<file path="src/rtl/alu_seq_pkg.sv">
// Shared types for the 16-bit operation sequencer that drives an external 8-bit ALU.
// Holds the command, state and ALU opcode encodings plus the ADD carry helper.
package definitions;

    typedef enum logic [1:0] {
        CMD_ADD16 = 2'b00,
        CMD_LSH16 = 2'b01,
        CMD_RSH16 = 2'b10,
        CMD_CMP16 = 2'b11
    } seq_cmd_e;

    typedef enum logic [1:0] {
        ST_IDLE   = 2'b00,
        ST_FIRST  = 2'b01,
        ST_SECOND = 2'b10,
        ST_DONE   = 2'b11
    } seq_state_e;

    typedef enum logic [2:0] {
        kADD  = 3'd0,
        kLSH  = 3'd1,
        kRSH  = 3'd2,
        kCOMP = 3'd3,
        kCLR  = 3'd4
    } op_mne;

    localparam int BYTE_W = 8;
    localparam int WORD_W = 16;

    // The ALU never reports a carry for kADD, so it is recovered from the
    // wrapped sum: a carry happened iff the sum wrapped below the first operand
    // (or landed exactly on it while a carry-in was consumed).
    function automatic logic add_carry(input logic [BYTE_W-1:0] sum,
                                       input logic [BYTE_W-1:0] opa,
                                       input logic             cin);
        return (sum < opa) || (cin && (sum == opa));
    endfunction

endpackage

</file>
<file path="src/rtl/alu_seq.sv">
// Sequences 16-bit ADD/LSH/RSH/CMP as two byte-wide passes through a shared
// combinational ALU; the ALU itself lives beside this block in the parent.
module alu_seq
    import definitions::*;
(
    input  logic                CLK,
    input  logic                RESET_N,
    input  logic                START,
    input  seq_cmd_e            CMD,
    input  logic [WORD_W-1:0]   A,
    input  logic [WORD_W-1:0]   B,
    input  logic                SC_IN,
    output op_mne               ALU_OP,
    output logic [BYTE_W-1:0]   ALU_A,
    output logic [BYTE_W-1:0]   ALU_B,
    output logic                ALU_SC,
    input  logic [BYTE_W-1:0]   ALU_OUT,
    input  logic                ALU_SC_OUT,
    input  logic                ALU_ZERO,
    input  logic                ALU_GREATER,
    output logic [WORD_W-1:0]   RESULT,
    output logic                SC_OUT,
    output logic                EQ,
    output logic                GT,
    output logic                DONE,
    output logic                BUSY
);

    seq_state_e          state;
    seq_state_e          state_next;

    // Operands captured on the accepting edge
    seq_cmd_e            cmd_p0;
    logic [WORD_W-1:0]   a_p0;
    logic [WORD_W-1:0]   b_p0;
    logic                sc_p0;

    // First-pass results
    logic [BYTE_W-1:0]   byte_p1;
    logic                carry_p1;
    logic                zero_hi_p1;
    logic                gt_hi_p1;

    // Second-pass results, committed to the outputs one cycle later
    logic [WORD_W-1:0]   res_p2;
    logic                sc_p2;
    logic                eq_p2;
    logic                gt_p2;

    logic                alu_carry;
    logic                start_ok;

    assign start_ok  = START && (state == ST_IDLE);
    assign alu_carry = add_carry(ALU_OUT, ALU_A, ALU_SC);
    assign BUSY      = (state != ST_IDLE);

    always_ff @(posedge CLK) begin
        if (!RESET_N) begin
            state <= ST_IDLE;
        end else begin
            state <= state_next;
        end
    end

    always_comb begin
        state_next = state;
        case (state)
            ST_IDLE:   if (START) state_next = ST_FIRST;
            ST_FIRST:  state_next = ST_SECOND;
            ST_SECOND: state_next = ST_DONE;
            ST_DONE:   state_next = ST_IDLE;
            default:   state_next = ST_IDLE;
        endcase
    end

    // ALU drive: byte order depends on command (right shift and compare go high byte first)
    always_comb begin
        ALU_OP = kCLR;
        ALU_A  = '0;
        ALU_B  = '0;
        ALU_SC = 1'b0;
        if (state == ST_FIRST) begin
            case (cmd_p0)
                CMD_ADD16: begin
                    ALU_OP = kADD;
                    ALU_A  = a_p0[BYTE_W-1:0];
                    ALU_B  = b_p0[BYTE_W-1:0];
                    ALU_SC = sc_p0;
                end
                CMD_LSH16: begin
                    ALU_OP = kLSH;
                    ALU_A  = a_p0[BYTE_W-1:0];
                    ALU_SC = sc_p0;
                end
                CMD_RSH16: begin
                    ALU_OP = kRSH;
                    ALU_A  = a_p0[WORD_W-1:BYTE_W];
                    ALU_SC = sc_p0;
                end
                default: begin
                    ALU_OP = kCOMP;
                    ALU_A  = a_p0[WORD_W-1:BYTE_W];
                    ALU_B  = b_p0[WORD_W-1:BYTE_W];
                end
            endcase
        end else if (state == ST_SECOND) begin
            case (cmd_p0)
                CMD_ADD16: begin
                    ALU_OP = kADD;
                    ALU_A  = a_p0[WORD_W-1:BYTE_W];
                    ALU_B  = b_p0[WORD_W-1:BYTE_W];
                    ALU_SC = carry_p1;
                end
                CMD_LSH16: begin
                    ALU_OP = kLSH;
                    ALU_A  = a_p0[WORD_W-1:BYTE_W];
                    ALU_SC = carry_p1;
                end
                CMD_RSH16: begin
                    ALU_OP = kRSH;
                    ALU_A  = a_p0[BYTE_W-1:0];
                    ALU_SC = carry_p1;
                end
                default: begin
                    ALU_OP = kCOMP;
                    ALU_A  = a_p0[BYTE_W-1:0];
                    ALU_B  = b_p0[BYTE_W-1:0];
                end
            endcase
        end
    end

    // Operand capture (data only, no reset needed)
    always_ff @(posedge CLK) begin
        if (RESET_N && start_ok) begin
            cmd_p0 <= CMD;
            a_p0   <= A;
            b_p0   <= B;
            sc_p0  <= SC_IN;
        end
        if (state == ST_FIRST) begin
            byte_p1 <= ALU_OUT;
        end
    end

    // First pass: carry/shift-out and high-byte compare flags
    always_ff @(posedge CLK) begin
        if (!RESET_N) begin
            carry_p1   <= 1'b0;
            zero_hi_p1 <= 1'b0;
            gt_hi_p1   <= 1'b0;
        end else if (state == ST_FIRST) begin
            carry_p1   <= (cmd_p0 == CMD_ADD16) ? alu_carry : ALU_SC_OUT;
            zero_hi_p1 <= ALU_ZERO;
            gt_hi_p1   <= ALU_GREATER;
        end
    end

    // Second pass: assemble the 16-bit word and combined flags
    always_ff @(posedge CLK) begin
        if (!RESET_N) begin
            res_p2 <= '0;
            sc_p2  <= 1'b0;
            eq_p2  <= 1'b0;
            gt_p2  <= 1'b0;
        end else if (state == ST_SECOND) begin
            case (cmd_p0)
                CMD_ADD16: begin
                    res_p2 <= {ALU_OUT, byte_p1};
                    sc_p2  <= alu_carry;
                end
                CMD_LSH16: begin
                    res_p2 <= {ALU_OUT, byte_p1};
                    sc_p2  <= ALU_SC_OUT;
                end
                CMD_RSH16: begin
                    res_p2 <= {byte_p1, ALU_OUT};
                    sc_p2  <= ALU_SC_OUT;
                end
                default: begin
                    eq_p2 <= zero_hi_p1 && ALU_ZERO;
                    gt_p2 <= zero_hi_p1 ? ALU_GREATER : gt_hi_p1;
                end
            endcase
        end
    end

    // Commit: outputs change only here, so they hold from one DONE to the next
    always_ff @(posedge CLK) begin
        if (!RESET_N) begin
            RESULT <= '0;
            SC_OUT <= 1'b0;
            EQ     <= 1'b0;
            GT     <= 1'b0;
            DONE   <= 1'b0;
        end else begin
            DONE <= (state == ST_DONE);
            if (state == ST_DONE) begin
                if (cmd_p0 == CMD_CMP16) begin
                    EQ <= eq_p2;
                    GT <= gt_p2;
                end else begin
                    RESULT <= res_p2;
                    SC_OUT <= sc_p2;
                end
            end
        end
    end

endmodule

</file>
<file path="config.mk">
export PLATFORM = sky130hd
export DESIGN_NAME = alu_seq
export DESIGN_NICKNAME = d
export VERILOG_FILES = /design/src/rtl/alu_seq_pkg.sv /design/src/rtl/alu_seq.sv
export SDC_FILE = /design/constraint.sdc
export NUM_CORES = 1
export LEC_CHECK = 0
export CAP_MARGIN = 20
export CORE_MARGIN = 8
export CORE_UTILIZATION = 50
export DETAILED_ROUTE_END_ITERATION = 10
export HOLD_SLACK_MARGIN = 0.06
export PLACE_DENSITY = 0.84
export SLEW_MARGIN = 20
export SYNTH_ARGS = -nofsm -noshare
export SYNTH_HDL_FRONTEND = slang
export SYNTH_SLANG_ARGS = --single-unit
</file>
<file path="constraint.sdc">
create_clock -name CLK -period 2.75 [get_ports CLK]
set_clock_uncertainty 0.1 [all_clocks]
set_input_delay 0.275 -clock CLK [delete_from_list [all_inputs] [get_ports CLK]]
set_output_delay 0.275 -clock CLK [all_outputs]
set_load 0.01 [all_outputs]
</file>
==> results of run 1 <==
## final cells by class
class                   count  area share (%)
well taps                 102           2.460
clock inverters             7          0.8922
inverters                  18           1.302
flip-flops and latches     87           41.86
clock buffers               9           2.387
repair buffers            103           20.04
multi-input cells         249           31.06
## path summary, 6_finish.rpt
check        cells past startpoint  slack [ps]                   start                endpoint
min reg2reg                      2         360  RESULT[5]$_SDFFE_PN0P_  RESULT[5]$_SDFFE_PN0P_
max reg2reg                     12         120     cmd_p0[1]$_DFFE_PP_      sc_p2$_SDFFE_PN0P_
min                              2         360  RESULT[5]$_SDFFE_PN0P_  RESULT[5]$_SDFFE_PN0P_
max                              8           8     cmd_p0[1]$_DFFE_PP_                ALU_A[2]
## flip-flops by register name, summed over array words and instances, names as in the netlist
register,count
cmd_p0,2
state,2
zero_hi_p1,1
a_p0,16
sc_p0,1
DONE,1
SC_OUT,1
carry_p1,1
res_p2,16
gt_p2,1
gt_hi_p1,1
byte_p1,8
sc_p2,1
RESULT,16
GT,1
b_p0,16
eq_p2,1
EQ,1
## logic make-up after synthesis
family / after synthesis
simple gates: 110
fa+ha+maj: 17
buf+inv: 44
flops: 87
compound gates: 86
mux: 36
## power breakdown
group          leakage (nW)  internal, mW  switching [mW]
clock                0.0863         0.329           0.462
combinational          1.14         0.650           0.735
sequential            0.755          1.58           0.103
## critical path, stage by stage (launching register included)
cell             delay [ps]
edfxtp_1                430
inv_1                   140
ha_2                    260
nor2_8                   50
buf_4                   160
mux2i_1                 120
o22a_1                  240
inv_1                    70
clkdlybuf4s50_1         540
## placed cells by master (no fill, tap or decap), types with 3 or more instances in the layout
cell type and instances:
a211oi_1 17, a21oi_1 40, buf_4 10, clkbuf_8 9, clkdlybuf4s50_1 83, dfxtp_1 44, dlymetal6s2s_1 5, edfxtp_1 43
ha_1 15, inv_1 17, mux2i_1 36, nand2_1 55, nand3_1 3, nand4_1 3, nor2_1 36, nor2b_1 3
o211ai_1 3, o22a_1 6, o22ai_1 11
## cells in the mapped netlist (2+ instances only)
library cell | count | area, sq um
dfxtp_1 | 44 | 880.8
nand4_1 | 3 | 18.77
buf_6 | 4 | 45.04
nor2b_1 | 4 | 25.02
buf_4 | 3 | 22.52
clkbuf_1 | 7 | 26.28
a21oi_1 | 40 | 200.2
edfxtp_1 | 43 | 1291
o22ai_1 | 11 | 68.82
nand2b_1 | 2 | 12.51
a211oi_1 | 17 | 127.6
nand3_1 | 3 | 15.01
nor2_1 | 36 | 135.1
ha_1 | 17 | 212.7
o211ai_1 | 3 | 22.52
o22a_1 | 6 | 52.55
nand3b_1 | 2 | 15.01
nand2_1 | 56 | 210.2
a22oi_1 | 3 | 22.52
inv_1 | 17 | 63.81
buf_2 | 10 | 50.05
mux2i_1 | 36 | 360.4
## through the flow
step	hold slack [ps]	cell area, sq um	power [mW]	utilization (%)	worst slack (ps)
floorplan	273.9	3998	2.559	-	135.2
global placement	341.4	4957	3.008	64.15	297.6
detailed placement	344.1	4957	3.067	64.15	106.0
CTS	356.1	5156	3.866	66.73	4.045
global route	357.3	5189	4.101	67.15	-81.83
finish	357.3	5189	3.859	67.15	8.014
## layer usage
metal	up-vias	share of wire [%]
met2	84	50
li1	1528	-
met1	1408	41
met3	4	8.1
met4	0	0.69
met5	-	0
## repair_timing
| action | CTS | global route |
|---|---|---|
| setup buffers | 1 | 0 |
| setup endpoints to repair | 8 | 16 |
| resized for setup | 4 | 9 |
| pin swaps | 1 | 0 |
==> results.json, run 1 <==
{
  "status": "complete, no violations",
  "grt_usage_pct": 15.96,
  "ff_latch_area_sq_um": 2172,
  "syn_nets": 446,
  "slew_violations": 0,
  "wl_mm": 8.725,
  "crit_arrival_ps": 2370,
  "yosysWarnings": 0,
  "first_pass_iters": 4,
  "cts_htree_levels": 3,
  "cts_inserted_buffers": 9,
  "critPathKind": "register to primary output",
  "wire_per_inst_um": 15.17,
  "drive_above_1_share_pct": 8.034,
  "grt_pass1_vias": 3040,
  "irDropWorstVdd_mv": 0.4054,
  "synth_area_per_cell_sq_um": 10.52,
  "end_kind": "primary output",
  "use_met1_pct": 19.02,
  "yosysSeqAreaShare_pct": 54.33,
  "syn_inst": 380,
  "cts.sinks": 87,
  "hold_path.class": "register to register",
  "dp_hpwl_mm": 6.487,
  "fillers": 602,
  "busiest_layer": "met2",
  "multi_input_area_sq_um": 1612,
  "met3_usage_pct": 5.847,
  "synthMuxAreaShare_pct": 9.014,
  "finalSetupTns_ps": 0,
  "synth_xor_area_share_pct": 0,
  "drt-initial-drc-count": 148,
  "antennaDiodeCount": 0,
  "p_leak_nw": 1.978,
  "grt_max_degree": 42,
  "synth-async-reset-ratio_pct": 0,
  "rows": 32,
  "synthSimpleGateAreaFrac_pct": 11.77,
  "worst-path-max-fanout": 6,
  "maxCapViolations": 0,
  "final_antenna_net_count": 0,
  "rsz0062_at_grt": "true",
  "via_per_inst": 5.259,
  "initial_core_util_pct": 51.73,
  "grt_antenna_before_repair": 0,
  "period_share_pct": 99.71,
  "core_area_sq_um": 7727,
  "numPortBuffers": 89,
  "clk_root_buffer_cell": "clkbuf_8",
  "start_kind": "register",
  "place.gp.congestion": 0.7256,
  "layout_min_cycle_time_ps": 2742,
  "route.detailed.drc": 0,
  "boundaryPins": 90,
  "critical_path_required_ps": 2380,
  "syn_area_sq_um": 3998,
  "hold_viol": 0,
  "cts_buffer_depth": 2,
  "worst_pin_slew_ps": 565.1,
  "die_h_um": 105.4,
  "clock_latency_ps": 340,
  "area_growth_pct": 29.80,
  "final_cell_count_no_fill": 575,
  "ys_seq_elements": 87,
  "synth_edf_count": 43,
  "synth_top_family_by_area": "compound AO/OA/AOI/OAI gates",
  "setup_viol": 0,
  "cts_tree": "yes",
  "fmax_mhz": 364.7,
  "overflow": 0,
  "nets": 534,
  "fp.dieW_um": 105.4,
  "synth_compound_area_share_pct": 13.58,
  "hold_buffers": 0,
  "via_count": 3024,
  "synthAdderAreaFrac_pct": 5.321,
  "dp.cells": 558,
  "clkSlewWorstSetupHoldPaths_ps": 90,
  "synth_ff_type": "dfxtp_1",
  "dieArea_sq_um": 11110,
  "grt_use_met2_pct": 25.81,
  "synth.distinct_cells": 35,
  "p_per_area_nw_per_um2": 743.7,
  "slew_headroom_pct": 62.33,
  "grt_pass1_wl_mm": 14.63
}
Power figures use the tool's default switching activity.
==> run 2, diff against run 1 <==
--- a/config.mk
+++ b/config.mk
@@ -11,6 +11,7 @@
 export DETAILED_ROUTE_END_ITERATION = 10
 export HOLD_SLACK_MARGIN = 0.06
 export PLACE_DENSITY = 0.84
+export SKIP_CTS_REPAIR_TIMING = 1
 export SLEW_MARGIN = 20
 export SYNTH_ARGS = -nofsm -noshare
 export SYNTH_HDL_FRONTEND = slang
==> run 2 against run 1 <==
  * Critical path depth unchanged
  * Worst setup slack improved by 87 ps
  * Combinational power about the same
==> results.json, run 2 (same netlist as run 1, synthesis figures left out) <==
{
  "status": "complete, no violations",
  "hold_slack_ps": 357.2,
  "final_antenna_net_count": 0,
  "end_kind": "primary output",
  "cts_tree": "yes",
  "core_area_sq_um": 7727,
  "drt-initial-drc-count": 186,
  "grt_usage_pct": 15.81,
  "fillers": 588,
  "clk_root_buffer_cell": "clkbuf_8",
  "layout_min_cycle_time_ps": 2655,
  "setup_viol": 0,
  "place.gp.congestion": 0.7256,
  "final_cell_mix": "80 x clkdlybuf4s50_1, 56 x nand2_1, 43 x dfxtp_1, 43 x edfxtp_1, 40 x a21oi_1",
  "final_cell_count_no_fill": 576,
  "via_per_inst": 5.283,
  "overflow": 0,
  "cts_htree_levels": 3,
  "antennaDiodeCount": 0,
  "numPortBuffers": 89,
  "area_growth_pct": 30.58,
  "clock_latency_ps": 340,
  "hold_path.class": "register to register",
  "wl_met3_um": 726,
  "utilization_pct": 67.55,
  "drt-met1-wl_mm": 3.634,
  "fp.dieW_um": 105.4,
  "route.detailed.drc": 0,
  "dp_hpwl_mm": 6.487,
  "start_kind": "register",
  "drive_above_1_share_pct": 9.072,
  "initial_core_util_pct": 51.73,
  "nets": 535,
  "wire_per_inst_um": 15.16,
  "dp.cells": 558,
  "worst_pin_slew_ps": 564.8,
  "grt_pass1_wl_mm": 14.48,
  "worst-path-buf-inv": 4,
  "die_h_um": 105.4,
  "crit_arrival_ps": 2280,
  "route.met2.wl_mm": 4.312,
  "cts.sinks": 87,
  "cts_buffer_depth": 2,
  "cts_inserted_buffers": 9,
  "p_leak_nw": 2.042,
  "slew_headroom_pct": 62.34,
  "dieArea_sq_um": 11110,
  "first_pass_iters": 4,
  "cp_top_family": "buffers and inverters",
  "worst-path-max-fanout": 10,
  "clkSlewWorstSetupHoldPaths_ps": 80,
  "slew_violations": 0,
  "top_layer": "met4",
  "cp_cell_sequence": "buf_4, ha_4, nor2_8, buf_8, mux2i_1, o22a_1, inv_1, clkdlybuf4s50_1",
  "boundaryPins": 90,
  "final_common_cell": "clkdlybuf4s50_1",
  "wl_mm": 8.733,
  "rr_startpoint": "cmd_p0[0]$_DFFE_PP_",
  "critical_path_required_ps": 2380,
  "grt_antenna_before_repair": 0,
  "maxCapViolations": 0,
  "hold_viol": 0,
  "critical_path.slowest_cell": "clkdlybuf4s50_1",
  "finalSetupTns_ps": 0,
  "cpPeakStageDelay_ps": 470,
  "period_share_pct": 96.53,
  "grt_pass1_vias": 3026,
  "irDropWorstVdd_mv": 0.4034,
  "rows": 32,
  "via_count": 3043,
  "hp-start": "RESULT[5]$_SDFFE_PN0P_",
  "critPathKind": "register to primary output",
  "fmax_mhz": 376.7,
  "p_per_area_nw_per_um2": 737.8,
  "grt_max_degree": 42,
  "cp-startpoint": "cmd_p0[0]$_DFFE_PP_",
  "power_mw": 3.851
}
[run 2: final timing paths]
| kind | to | slack, ps | cells after the start |
|---|---|---|---|
| setup / recovery | ALU_A[1] | 100 | 8 |
| hold / removal | RESULT[5]$_SDFFE_PN0P_ | 360 | 2 |
| setup reg to reg | sc_p2$_SDFFE_PN0P_ | 160 | 12 |
| hold reg to reg | RESULT[5]$_SDFFE_PN0P_ | 360 | 2 |
[run 2: area by class of cell]
class / instances / area [sq um] / share of cell area, %
Sequential cell: 87 / 2173 / 41.63
Multi-Input combinational cell: 249 / 1628 / 31.18
Timing Repair Buffer: 104 / 1054 / 20.18
Tap cell: 102 / 127.6 / 2.445
Clock buffer: 9 / 123.9 / 2.373
Inverter: 18 / 67.56 / 1.294
Clock inverter: 7 / 46.29 / 0.8869
[run 2: power breakdown]
group | internal (mW) | switching, mW
Sequential | 1.58 | 0.104
Clock | 0.329 | 0.458
Combinational | 0.648 | 0.730
[run 2: worst min-delay path, delay by kind of cell, from the launching register on]
family          cells  cell delay [ps]
compound gates      1               50
flops               1              310
simple gates        1               50
[run 2: through the flow]
stage,setup slack [ps],cell area (sq um)
6_report,95.30,5220
4_1_cts,-165.9,5127
3_3_place_gp,297.6,4957
3_5_place_dp,106.0,4957
5_1_grt,-6.114,5220
2_1_floorplan,135.2,3998
[run 2: metal layers]
metal | vias to the layer above | global-route usage [%]
met1 | 1420 | 18.65
met4 | 0 | 5.912
met2 | 86 | 25.45
met5 | - | 0
li1 | 1533 | -
met3 | 4 | 6.212
==> run 3, diff against run 2 <==
--- a/config.mk
+++ b/config.mk
@@ -6,6 +6,7 @@
 export NUM_CORES = 1
 export LEC_CHECK = 0
 export CAP_MARGIN = 20
+export CORE_ASPECT_RATIO = 1.2
 export CORE_MARGIN = 8
 export CORE_UTILIZATION = 50
 export DETAILED_ROUTE_END_ITERATION = 10
==> run 3 against run 2 <==
  * Critical path depth did not move
  * Sequential power barely moved
  * Via count shrank 1.1%
  * Total power increased by 1.8%
  * Worst setup slack worse by 33 ps
  * Non-clock buffer count up 1
  * Die area rose by 0.11%
  * Wire length decreased by 1.5%
  * Global-route usage shrank 0.27 points
  * Largest power group unchanged
==> results.json, run 3 (same netlist as run 1, synthesis figures left out) <==
{
  "status": "complete, no violations",
  "cts.sinks": 87,
  "clk_root_buffer_cell": "clkbuf_8",
  "grt_pass1_wl_mm": 14.30,
  "pwr-share-comb_pct": 35.5,
  "final_common_cell": "clkdlybuf4s50_1",
  "wire_per_inst_um": 15.17,
  "fillers": 630,
  "via_per_inst": 5.310,
  "grt_usage_pct": 15.54,
  "power_mw": 3.921,
  "fp.dieW_um": 97.63,
  "p_per_area_nw_per_um2": 753.8,
  "rows": 35,
  "layout_min_cycle_time_ps": 2687,
  "cts_tree": "yes",
  "final_antenna_net_count": 0,
  "drive_above_1_share_pct": 9.053,
  "final_cell_mix": "86 x clkdlybuf4s50_1, 55 x nand2_1, 43 x dfxtp_1, 43 x edfxtp_1, 40 x a21oi_1",
  "period_share_pct": 97.72,
  "antennaDiodeCount": 0,
  "critPathKind": "register to primary output",
  "via_count": 3011,
  "irDropWorstVdd_mv": 0.4446,
  "start_kind": "register",
  "critical_path.slowest_cell": "clkdlybuf4s50_1",
  "dp_hpwl_mm": 6.419,
  "route.detailed.drc": 0,
  "wl_mm": 8.602,
  "wl_met3_um": 618,
  "cpPeakStageDelay_ps": 470,
  "end_kind": "primary output",
  "place.gp.congestion": 0.7793,
  "hold_slack_ps": 356.0,
  "fmax_mhz": 372.1,
  "cp_cell_sequence": "buf_4, ha_4, nor2_8, buf_6, mux2i_2, o22a_1, inv_1, clkdlybuf4s50_1",
  "crit_arrival_ps": 2310,
  "switching_share_pct": 34.06,
  "cts_htree_levels": 3,
  "area_growth_pct": 30.11,
  "critical_path_required_ps": 2380,
  "clock_latency_ps": 360,
  "pwr-share-seq_pct": 42.9,
  "grt_antenna_before_repair": 0,
  "hold_path.class": "register to register",
  "initial_core_util_pct": 51.87,
  "drt-met1-wl_mm": 3.555,
  "worst-path-max-fanout": 7,
  "clkPwrFrac_pct": 21.6,
  "setup_viol": 0,
  "intPower_mw": 2.585,
  "p_sw_mw": 1.335,
  "maxCapViolations": 0,
  "grt_max_degree": 42,
  "worst-path-buf-inv": 4,
  "worst_pin_slew_ps": 589.5,
  "hold_viol": 0,
  "overflow": 0,
  "slew_violations": 0,
  "boundaryPins": 90,
  "cts_buffer_depth": 2,
  "dieArea_sq_um": 11120,
  "cts_inserted_buffers": 9,
  "route.met2.wl_mm": 4.278,
  "first_pass_iters": 5,
  "cp_top_family": "buffers and inverters",
  "slew_headroom_pct": 60.70,
  "top_layer": "met4",
  "nets": 536,
  "drt-initial-drc-count": 115,
  "die_h_um": 114.0,
  "rsz0062_at_grt": "true",
  "p_leak_nw": 1.960,
  "numPortBuffers": 89,
  "core_area_sq_um": 7707,
  "grt_pass1_vias": 3042,
  "clkSlewWorstSetupHoldPaths_ps": 90
}
[run 3: cell types whose count changed in the layout (fill, tap and decap cells not counted), moves of 2 or more]
cell,previous run,this run
clkinvlp_4,2,0
clkinv_2,2,0
dlymetal6s2s_1,9,3
inv_8,0,2
inv_4,2,4
clkdlybuf4s50_1,80,86
buf_6,2,4
[run 3: area by class of cell]
cell class                 count  area [sq um]  share of cell area [%]
multi-input combinational    249          1627                   31.27
clock buffer                   9         123.9                   2.382
sequential                    87          2173                   41.78
timing repair buffer         105          1033                   19.87
tap                           92         115.1                   2.213
inverter                      18         70.07                   1.347
clock inverter                 7         58.81                   1.131
[run 3: power by group through the flow]
stage | registers [mW] | logic [mW] | clock network [mW]
3_5_place_dp | 1.71 | 1.35 | 0
6_report | 1.68 | 1.39 | 0.845
2_1_floorplan | 1.69 | 0.872 | 0
5_1_grt | 1.71 | 1.53 | 0.924
4_1_cts | 1.68 | 1.35 | 0.863
3_3_place_gp | 1.70 | 1.30 | 0
[run 3: path summary, 6_finish.rpt]
kind / startpoint / to / slack (ps) / depth (start not counted)
worst max-delay path: cmd_p0[0]$_DFFE_PP_ / ALU_A[4] / 60 / 8
worst min-delay path: res_p2[11]$_SDFFE_PN0P_ / RESULT[11]$_SDFFE_PN0P_ / 360 / 2
worst max register to register: cmd_p0[0]$_DFFE_PP_ / sc_p2$_SDFFE_PN0P_ / 180 / 12
worst min register to register: res_p2[11]$_SDFFE_PN0P_ / RESULT[11]$_SDFFE_PN0P_ / 360 / 2
[run 3: tightest hold or removal path, delay by kind of cell (launching register included)]
| family | cells | cell delay, ps |
|---|---|---|
| simple gates | 1 | 50 |
| flops | 1 | 320 |
| compound gates | 1 | 60 |
[run 3: metrics by stage]
stage / setup WS [ps] / utilization [%] / instance area [sq um] / instances / TNS, ps
5_1_grt: -19.39 / 67.48 / 5201 / 567 / -30.91
3_5_place_dp: 139.8 / 63.99 / 4932 / 548 / 0
2_1_floorplan: 135.2 / - / 3998 / 380 / 0
3_3_place_gp: 257.1 / 63.99 / 4932 / 548 / 0
4_1_cts: -145.8 / 66.36 / 5115 / 564 / -708.7
6_report: 62.57 / 67.48 / 5201 / 567 / 0
[run 3: per-layer routing]
layer / vias up / global-route usage, %
met5: - / 0
met4: 0 / 7.996
met3: 12 / 4.897
met2: 102 / 25.64
met1: 1369 / 17.71
li1: 1528 / -
